File: src/rtl/unified_mem_arbiter.sv
// unified_mem_arbiter: shares one single-ported synchronous RAM between the
// rv32i fetch port and data load/store port. Every access is sequenced
// IDLE -> ISSUE -> (WAIT) -> RESP. All outputs come straight from registers.
// Optional feature: define ARB_ROUND_ROBIN_EN to replace the fixed
// data-over-fetch priority with round-robin arbitration on ties.
module unified_mem_arbiter #(
    parameter int ADDR_WIDTH  = 16,
    parameter int MEM_LATENCY = 1
) (
    input  logic                  clk,
    input  logic                  reset,
    input  logic                  if_req,
    input  logic [ADDR_WIDTH-1:0] if_addr,
    output logic                  if_gnt,
    output logic                  if_valid,
    output logic [31:0]           if_rdata,
    input  logic                  d_req,
    input  logic [ADDR_WIDTH-1:0] d_addr,
    input  logic [3:0]            d_we,
    input  logic [31:0]           d_wdata,
    output logic                  d_gnt,
    output logic                  d_valid,
    output logic [31:0]           d_rdata,
    output logic                  mem_en,
    output logic [ADDR_WIDTH-1:0] mem_addr,
    output logic [3:0]            mem_we,
    output logic [31:0]           mem_wdata,
    input  logic [31:0]           mem_rdata
);

    typedef enum logic [1:0] {IDLE, ISSUE, WAIT, RESP} state_t;

    state_t                  state_q,     state_d;
    logic [3:0]              cnt_q,       cnt_d;
    logic                    ownerData_q, ownerData_d;
    logic                    ifGnt_q,     ifGnt_d;
    logic                    dGnt_q,      dGnt_d;
    logic                    ifValid_q,   ifValid_d;
    logic                    dValid_q,    dValid_d;
    logic [31:0]             ifRdata_q,   ifRdata_d;
    logic [31:0]             dRdata_q,    dRdata_d;
    logic                    memEn_q,     memEn_d;
    logic [ADDR_WIDTH-1:0]   memAddr_q,   memAddr_d;
    logic [3:0]              memWe_q,     memWe_d;
    logic [31:0]             memWdata_q,  memWdata_d;
    logic                    pickData;

`ifdef ARB_ROUND_ROBIN_EN
    logic lastData_q;

    // On a tie, the port that did not win the previous access goes first
    always_comb pickData = d_req && (!if_req || !lastData_q);

    // Remember which port owned the most recent issued access
    always_ff @(posedge clk) begin
        if (!reset) begin
            lastData_q <= 1'b0;
        end else if (state_q == ISSUE) begin
            lastData_q <= ownerData_q;
        end
    end
`else
    // Fixed priority: the data port wins every tie
    always_comb pickData = d_req;
`endif

    // Next-state and registered-output logic for the access sequencer
    always_comb begin
        state_d     = state_q;
        cnt_d       = cnt_q;
        ownerData_d = ownerData_q;
        ifGnt_d     = 1'b0;
        dGnt_d      = 1'b0;
        ifValid_d   = 1'b0;
        dValid_d    = 1'b0;
        ifRdata_d   = ifRdata_q;
        dRdata_d    = dRdata_q;
        memEn_d     = 1'b0;
        memWe_d     = 4'h0;
        memAddr_d   = memAddr_q;
        memWdata_d  = memWdata_q;

        unique case (state_q)
            IDLE: begin
                if (if_req || d_req) begin
                    ownerData_d = pickData;
                    state_d     = ISSUE;
                    memEn_d     = 1'b1;
                    dGnt_d      = pickData;
                    ifGnt_d     = !pickData;
                    if (pickData) begin
                        memAddr_d  = d_addr;
                        memWe_d    = d_we;
                        memWdata_d = d_wdata;
                    end else begin
                        memAddr_d  = if_addr;
                    end
                end
            end
            ISSUE: begin
                if (memWe_q != 4'h0) begin
                    state_d   = RESP;
                    dValid_d  = ownerData_q;
                    ifValid_d = !ownerData_q;
                end else begin
                    cnt_d   = 4'(MEM_LATENCY - 1);
                    state_d = WAIT;
                end
            end
            WAIT: begin
                if (cnt_q == 4'h0) begin
                    state_d = RESP;
                    if (ownerData_q) begin
                        dRdata_d = mem_rdata;
                        dValid_d = 1'b1;
                    end else begin
                        ifRdata_d = mem_rdata;
                        ifValid_d = 1'b1;
                    end
                end else begin
                    cnt_d = cnt_q - 4'h1;
                end
            end
            RESP: begin
                state_d = IDLE;
            end
            default: begin
                state_d = IDLE;
            end
        endcase
    end

    // State and output registers; reset aborts any access in flight
    always_ff @(posedge clk) begin
        if (!reset) begin
            state_q     <= IDLE;
            cnt_q       <= 4'h0;
            ownerData_q <= 1'b0;
            ifGnt_q     <= 1'b0;
            dGnt_q      <= 1'b0;
            ifValid_q   <= 1'b0;
            dValid_q    <= 1'b0;
            ifRdata_q   <= 32'h0;
            dRdata_q    <= 32'h0;
            memEn_q     <= 1'b0;
            memAddr_q   <= '0;
            memWe_q     <= 4'h0;
            memWdata_q  <= 32'h0;
        end else begin
            state_q     <= state_d;
            cnt_q       <= cnt_d;
            ownerData_q <= ownerData_d;
            ifGnt_q     <= ifGnt_d;
            dGnt_q      <= dGnt_d;
            ifValid_q   <= ifValid_d;
            dValid_q    <= dValid_d;
            ifRdata_q   <= ifRdata_d;
            dRdata_q    <= dRdata_d;
            memEn_q     <= memEn_d;
            memAddr_q   <= memAddr_d;
            memWe_q     <= memWe_d;
            memWdata_q  <= memWdata_d;
        end
    end

    assign if_gnt    = ifGnt_q;
    assign d_gnt     = dGnt_q;
    assign if_valid  = ifValid_q;
    assign d_valid   = dValid_q;
    assign if_rdata  = ifRdata_q;
    assign d_rdata   = dRdata_q;
    assign mem_en    = memEn_q;
    assign mem_addr  = memAddr_q;
    assign mem_we    = memWe_q;
    assign mem_wdata = memWdata_q;

endmodule
File: config.mk
export PLATFORM = sky130hd
export DESIGN_NAME = unified_mem_arbiter
export DESIGN_NICKNAME = d
export VERILOG_FILES = /design/src/rtl/unified_mem_arbiter.sv
export SDC_FILE = /design/constraint.sdc
export NUM_CORES = 1
export LEC_CHECK = 0
export BUFFER_PORTS_ARGS = -buffer_cell sky130_fd_sc_hd__buf_4
export CAP_MARGIN = 15
export CORE_MARGIN = 2
export CORE_UTILIZATION = 51
export CTS_BUF_LIST = sky130_fd_sc_hd__clkbuf_16
export DETAILED_ROUTE_END_ITERATION = 6
export PLACE_DENSITY = 0.85
export SYNTH_ARGS = -nofsm -noshare
export SYNTH_HDL_FRONTEND = slang
export SYNTH_SLANG_ARGS = --single-unit
File: constraint.sdc
create_clock -name clk -period 4.7 [get_ports clk]
set_input_delay 0.705 -clock clk [delete_from_list [all_inputs] [get_ports clk]]
set_output_delay 0.705 -clock clk [all_outputs]
set_load 0.02 [all_outputs]
After elaboration in Yosys (flattened, before gate mapping)
Cells that the tools add are included.

storage, ports and cells
  register bits = 128
  output and inout bits = 121
  logic and storage cells = 55
  bits of input ports = 104

operators by class
  mux-type cells = 17
  $add $sub $neg = 1
  bitwise gates (word level) = 1
  reductions and logical operators = 16
  equality and inequality tests = 7

operator list
  kind                                                                 number
  16-bit 2-to-1 mux                                                    1
  3-bit AND reduction                                                  5
  1-bit 2-to-1 mux                                                     8
  4-bit 2-to-1 mux                                                     2
  2-bit != test (second input constant)                                4
  2-bit one-hot mux with 4 select lines                                1
  4-bit one-hot mux with 2 select lines                                1
  2-bit AND reduction                                                  3
  2-bit == test (second input constant)                                2
  4-bit logical NOT                                                    1
  2-bit 2-to-1 mux                                                     2
  1-bit one-hot mux with 2 select lines                                2
  4-bit AND reduction                                                  1
  4-bit nonzero test                                                   1
  4-bit by 1-bit subtractor with 4-bit output (second input constant)  1
  2-bit by 1-bit == test with 1-bit output (second input constant)     1
  1-bit logical NOT                                                    2
  2-bit logical NOT                                                    1
  2-bit nonzero test                                                   1
  1-bit logical OR                                                     1
  1-bit NOT                                                            1

Longest topological paths before layout
  depth in word-level cells = 3
  depth in mapped cells = 7
  depth with buffers taken out = 5

Worst setup path after synthesis
OpenSTA, ideal clock, no wires.

  kind = input -> register
  from = input d_req
  to = register memAddr_q[11], in the netlist mem_addr[11]
  library setup time = 0.116 ns
  setup slack = 3.091 ns
  data required time = 4.584 ns
  stages on the path = 5
  path buffers = 2
  arrival = 1.492 ns
  cells stage by stage = buf_2 -> buf_4 -> mux2i_1 -> nand2_1 -> o211a_1

between the ends
  longest elaborated chain between the ends = 2
  elaborated cells between the ends (all ways) = 3
  those cells by class = mux: 1; reduce/logical: 2

RTL lines
  what                                  RTL line  source
  start: declaration                    17        input logic d_req,
  1-bit logical OR                      85        if (if_req || d_req) begin
  2-bit AND reduction (no source line)  -
  end signal: assignment                160       memAddr_q <= memAddr_d;
  end: declaration                      43        logic [ADDR_WIDTH-1:0] memAddr_q, memAddr_d;

Parallel ways exist; a longest one is shown, timed or not.
A chain may end at the register's enable or synchronous reset.

Worst setup path in the final report
  from = register cnt_q[0]
  to = register dRdata_q[5], in the netlist d_rdata[5]

between the ends
  longest elaborated chain between the ends = 2

RTL lines
  what                                  RTL line  source
  start: declaration                    34        logic [3:0] cnt_q, cnt_d;
  start signal: assignment              151       cnt_q <= cnt_d;
  4-bit logical NOT                     111       if (cnt_q == 4'h0) begin
  3-bit AND reduction (no source line)  -
  end signal: assignment                158       dRdata_q <= dRdata_d;
  end: declaration                      41        logic [31:0] dRdata_q, dRdata_d;

Every way passes these cells.

==> results.md <==
* Outcome: complete, no violations
* First-pass GRT wire length at 20610 um
* Max-slew violation count at 0
* Worst Setup Path Type: reg -> reg
* Slew margin rel. at 28.62%
* Gr ovfl total at 0
* Crit path arrival time at 2.46 ns
* CTS tree: built
* Largest net degree at the start of global routing at 112
* Clock slew at reported path FFs at 0.06 ns
* Buf/Inv on CP at 2
* Antenna violations before repair at 0
* Fmax at 0.4613 GHz
* Top cell type's share of synthesized area at 50.11%
* Setup crit start kind: flop
* Sink Count at 128
* Slowest-stage cell, CP: nand3_2
* Sequential share of the synthesized area at 50.11%
* Most frequent cell after synthesis: nand2_1
* Worst Hold Slack at 0.4603 ns
* Number of max-cap violations at 0
* CTS Buffer Depth at 2
* Pwr Total at 3.986 mW
* Initial core utilization at 52.32%
* CTS root buf: clkbuf_16
* Crit path cell chain: inv_1 -> ha_1 -> nor3b_2 -> nand3_2 -> buf_16 -> mux2i_1
* GP Congestion at 0.7845
* Final non-filler cell total at 889
* Slew @ Worst Pin at 1.071 ns
* Mapped cell area at 5114 um^2
* Remaining DRCs at 0
* Post-synth net total at 642
* Family with the most delay on the worst path: simple AND/OR/NAND/NOR gates
* Final min period at 2.168 ns
* Number of top-level pins at 225
* HPWL Detailed at 8819 um
* Post-synth top cells: nand2_1, dfxtp_1, mux2i_1
* # setup viols final at 0
* Hold Buf Count CTS at 0
* Ratio of final minimum period to clock period at 46.12%
* Worst EP required at 4.99 ns
* Crit Path Max Fanout at 17
* Syn-to-layout area delta at 44.92%
* Final setup margin at 2.532 ns
* Core area at 9774 um^2
* PortBufs at 224
* Cell Rows at 36
* Die area at 10840 um^2
* Share of cells above drive strength 1 at 34.92%
* Slowest cell delay on critical path at 0.52 ns
* DR WL/cell at 14.24 um
* VDD IR-drop max at 0.0003507 V
* Synth Flop Type: dfxtp_1
* Largest area contributor in the netlist: dfxtp_1
* Tot GR Track Use at 23.41%
* Final wirelength at 12660 um
* Vias at 4434
* Drt via density at 4.988
* # placed instances at 855
* Synthesized flop and latch total at 128
* Clock Latency Late Sink at 0.41 ns
* Synth unique cells at 39
* Area of the multi-input gates at 2330 um^2
* Mapped Cells at 533
* Top post-synthesis cells by area: dfxtp_1, mux2i_1, nand2_1
* Post CTS Setup Buffer Count at 0
* Non-Filler Cell Area, Final at 7411 um^2
* CP Capture Type: flop
* Ys async rst share at 0%
* Final hold violations at 0
* Leak Pwr at 3.666 nW
* Synth Area per Inst at 9.594 um^2
* Die X at 104.1 um
* Chip height at 104.1 um
* Ant diodes at 0
* Filler Cells Inserted at 659
* Number of enable flip-flop cells after synthesis at 0
* CTS-repair resized insts at 0
* HP Class: reg -> reg
* Initial DRC Count at 165
* Power per cell area at 537.9 nW/um^2
* Sum Neg Setup Slack at 0 ns
* Detailed-router iteration count before antenna repair at 4
* NumNets Final at 852
* Clk_skew at 0.008857 ns
* Num CTS Buffers at 17
* Ys Warns at 0
* Routed Antenna Nets at 0
* RSZ-0062 raised after global routing: no
* DP Area at 6770 um^2
* Dpl ws at 2.216 ns
* Vias in the first global route at 4471
* Post-layout util at 75.82%
* Sequential cell area at 2562 um^2
* H-tree lvl count at 4
==> cell type report <==
cell class | count | area share, %
sequential | 128 | 34.58
tap | 133 | 2.245
timing repair buffer | 227 | 23.43
inverter | 6 | 0.3039
multi-input combinational | 363 | 31.44
clock buffer | 17 | 5.740
clock inverter | 15 | 2.262
==> placed cells by master (no fill, tap or decap), types with 3 or more instances in the layout <==
cell and instances:
mux2i_1 82, o211a_1 18, dfxtp_1 128, clkbuf_16 17, nor2_1 4, a21boi_0 33, nand2_1 184, clkinv_4 3
nor2b_1 3, bufinv_16 3, inv_1 6, ha_1 5, and2_1 6, buf_4 225, clkinv_1 3, clkinv_2 3
==> power breakdown <==
part           switching, mW  internal [mW]  total [mW]
Sequential             0.117           1.29        1.41
Clock                  0.480          0.830        1.31
Combinational          0.716          0.552        1.27
==> cell families after synthesis <==
family / after synthesis / share of synthesized area, %
multiplexers: 83 / 16.27
buffers and inverters: 42 / 4.429
AO/OA/AOI/OAI: 65 / 10.81
AND/OR/NAND/NOR: 210 / 17.15
flip-flops: 128 / 50.11
adder cells (fa/ha/maj): 5 / 1.223
==> per-layer routing <==
layer | share of wire (%) | vias up | global-route usage (%)
met5 | 0 | - | 0
met4 | 2.8 | 0 | 12.36
met3 | 5.6 | 25 | 6.830
met2 | 51 | 150 | 40.65
met1 | 41 | 2053 | 25.84
li1 | - | 2206 | -
==> flip-flops by register name (all words and copies together), names as in the netlist <==
signal / cells
cnt_q: 4
d_gnt: 1
d_rdata: 32
d_valid: 1
if_gnt: 1
if_rdata: 32
if_valid: 1
mem_addr: 16
mem_en: 1
mem_wdata: 32
mem_we: 4
ownerData_q: 1
state_q: 2
==> worst paths after layout <==
kind | startpoint | to | slack [ns] | depth (start not counted)
worst max register to register | cnt_q[0] | d_rdata[5] | 2.53 | 6
worst max-delay path | cnt_q[0] | d_rdata[5] | 2.53 | 6
worst min register to register | d_rdata[0] | d_rdata[0] | 0.46 | 2
worst min-delay path | d_rdata[0] | d_rdata[0] | 0.46 | 2
==> worst min-delay path: stages (launching register included) <==
cell and delay [ns]:
dfxtp_1 0.31, nand2_1 0.05, mux2i_1 0.05
No activity file was read; power rests on OpenSTA's default activity.
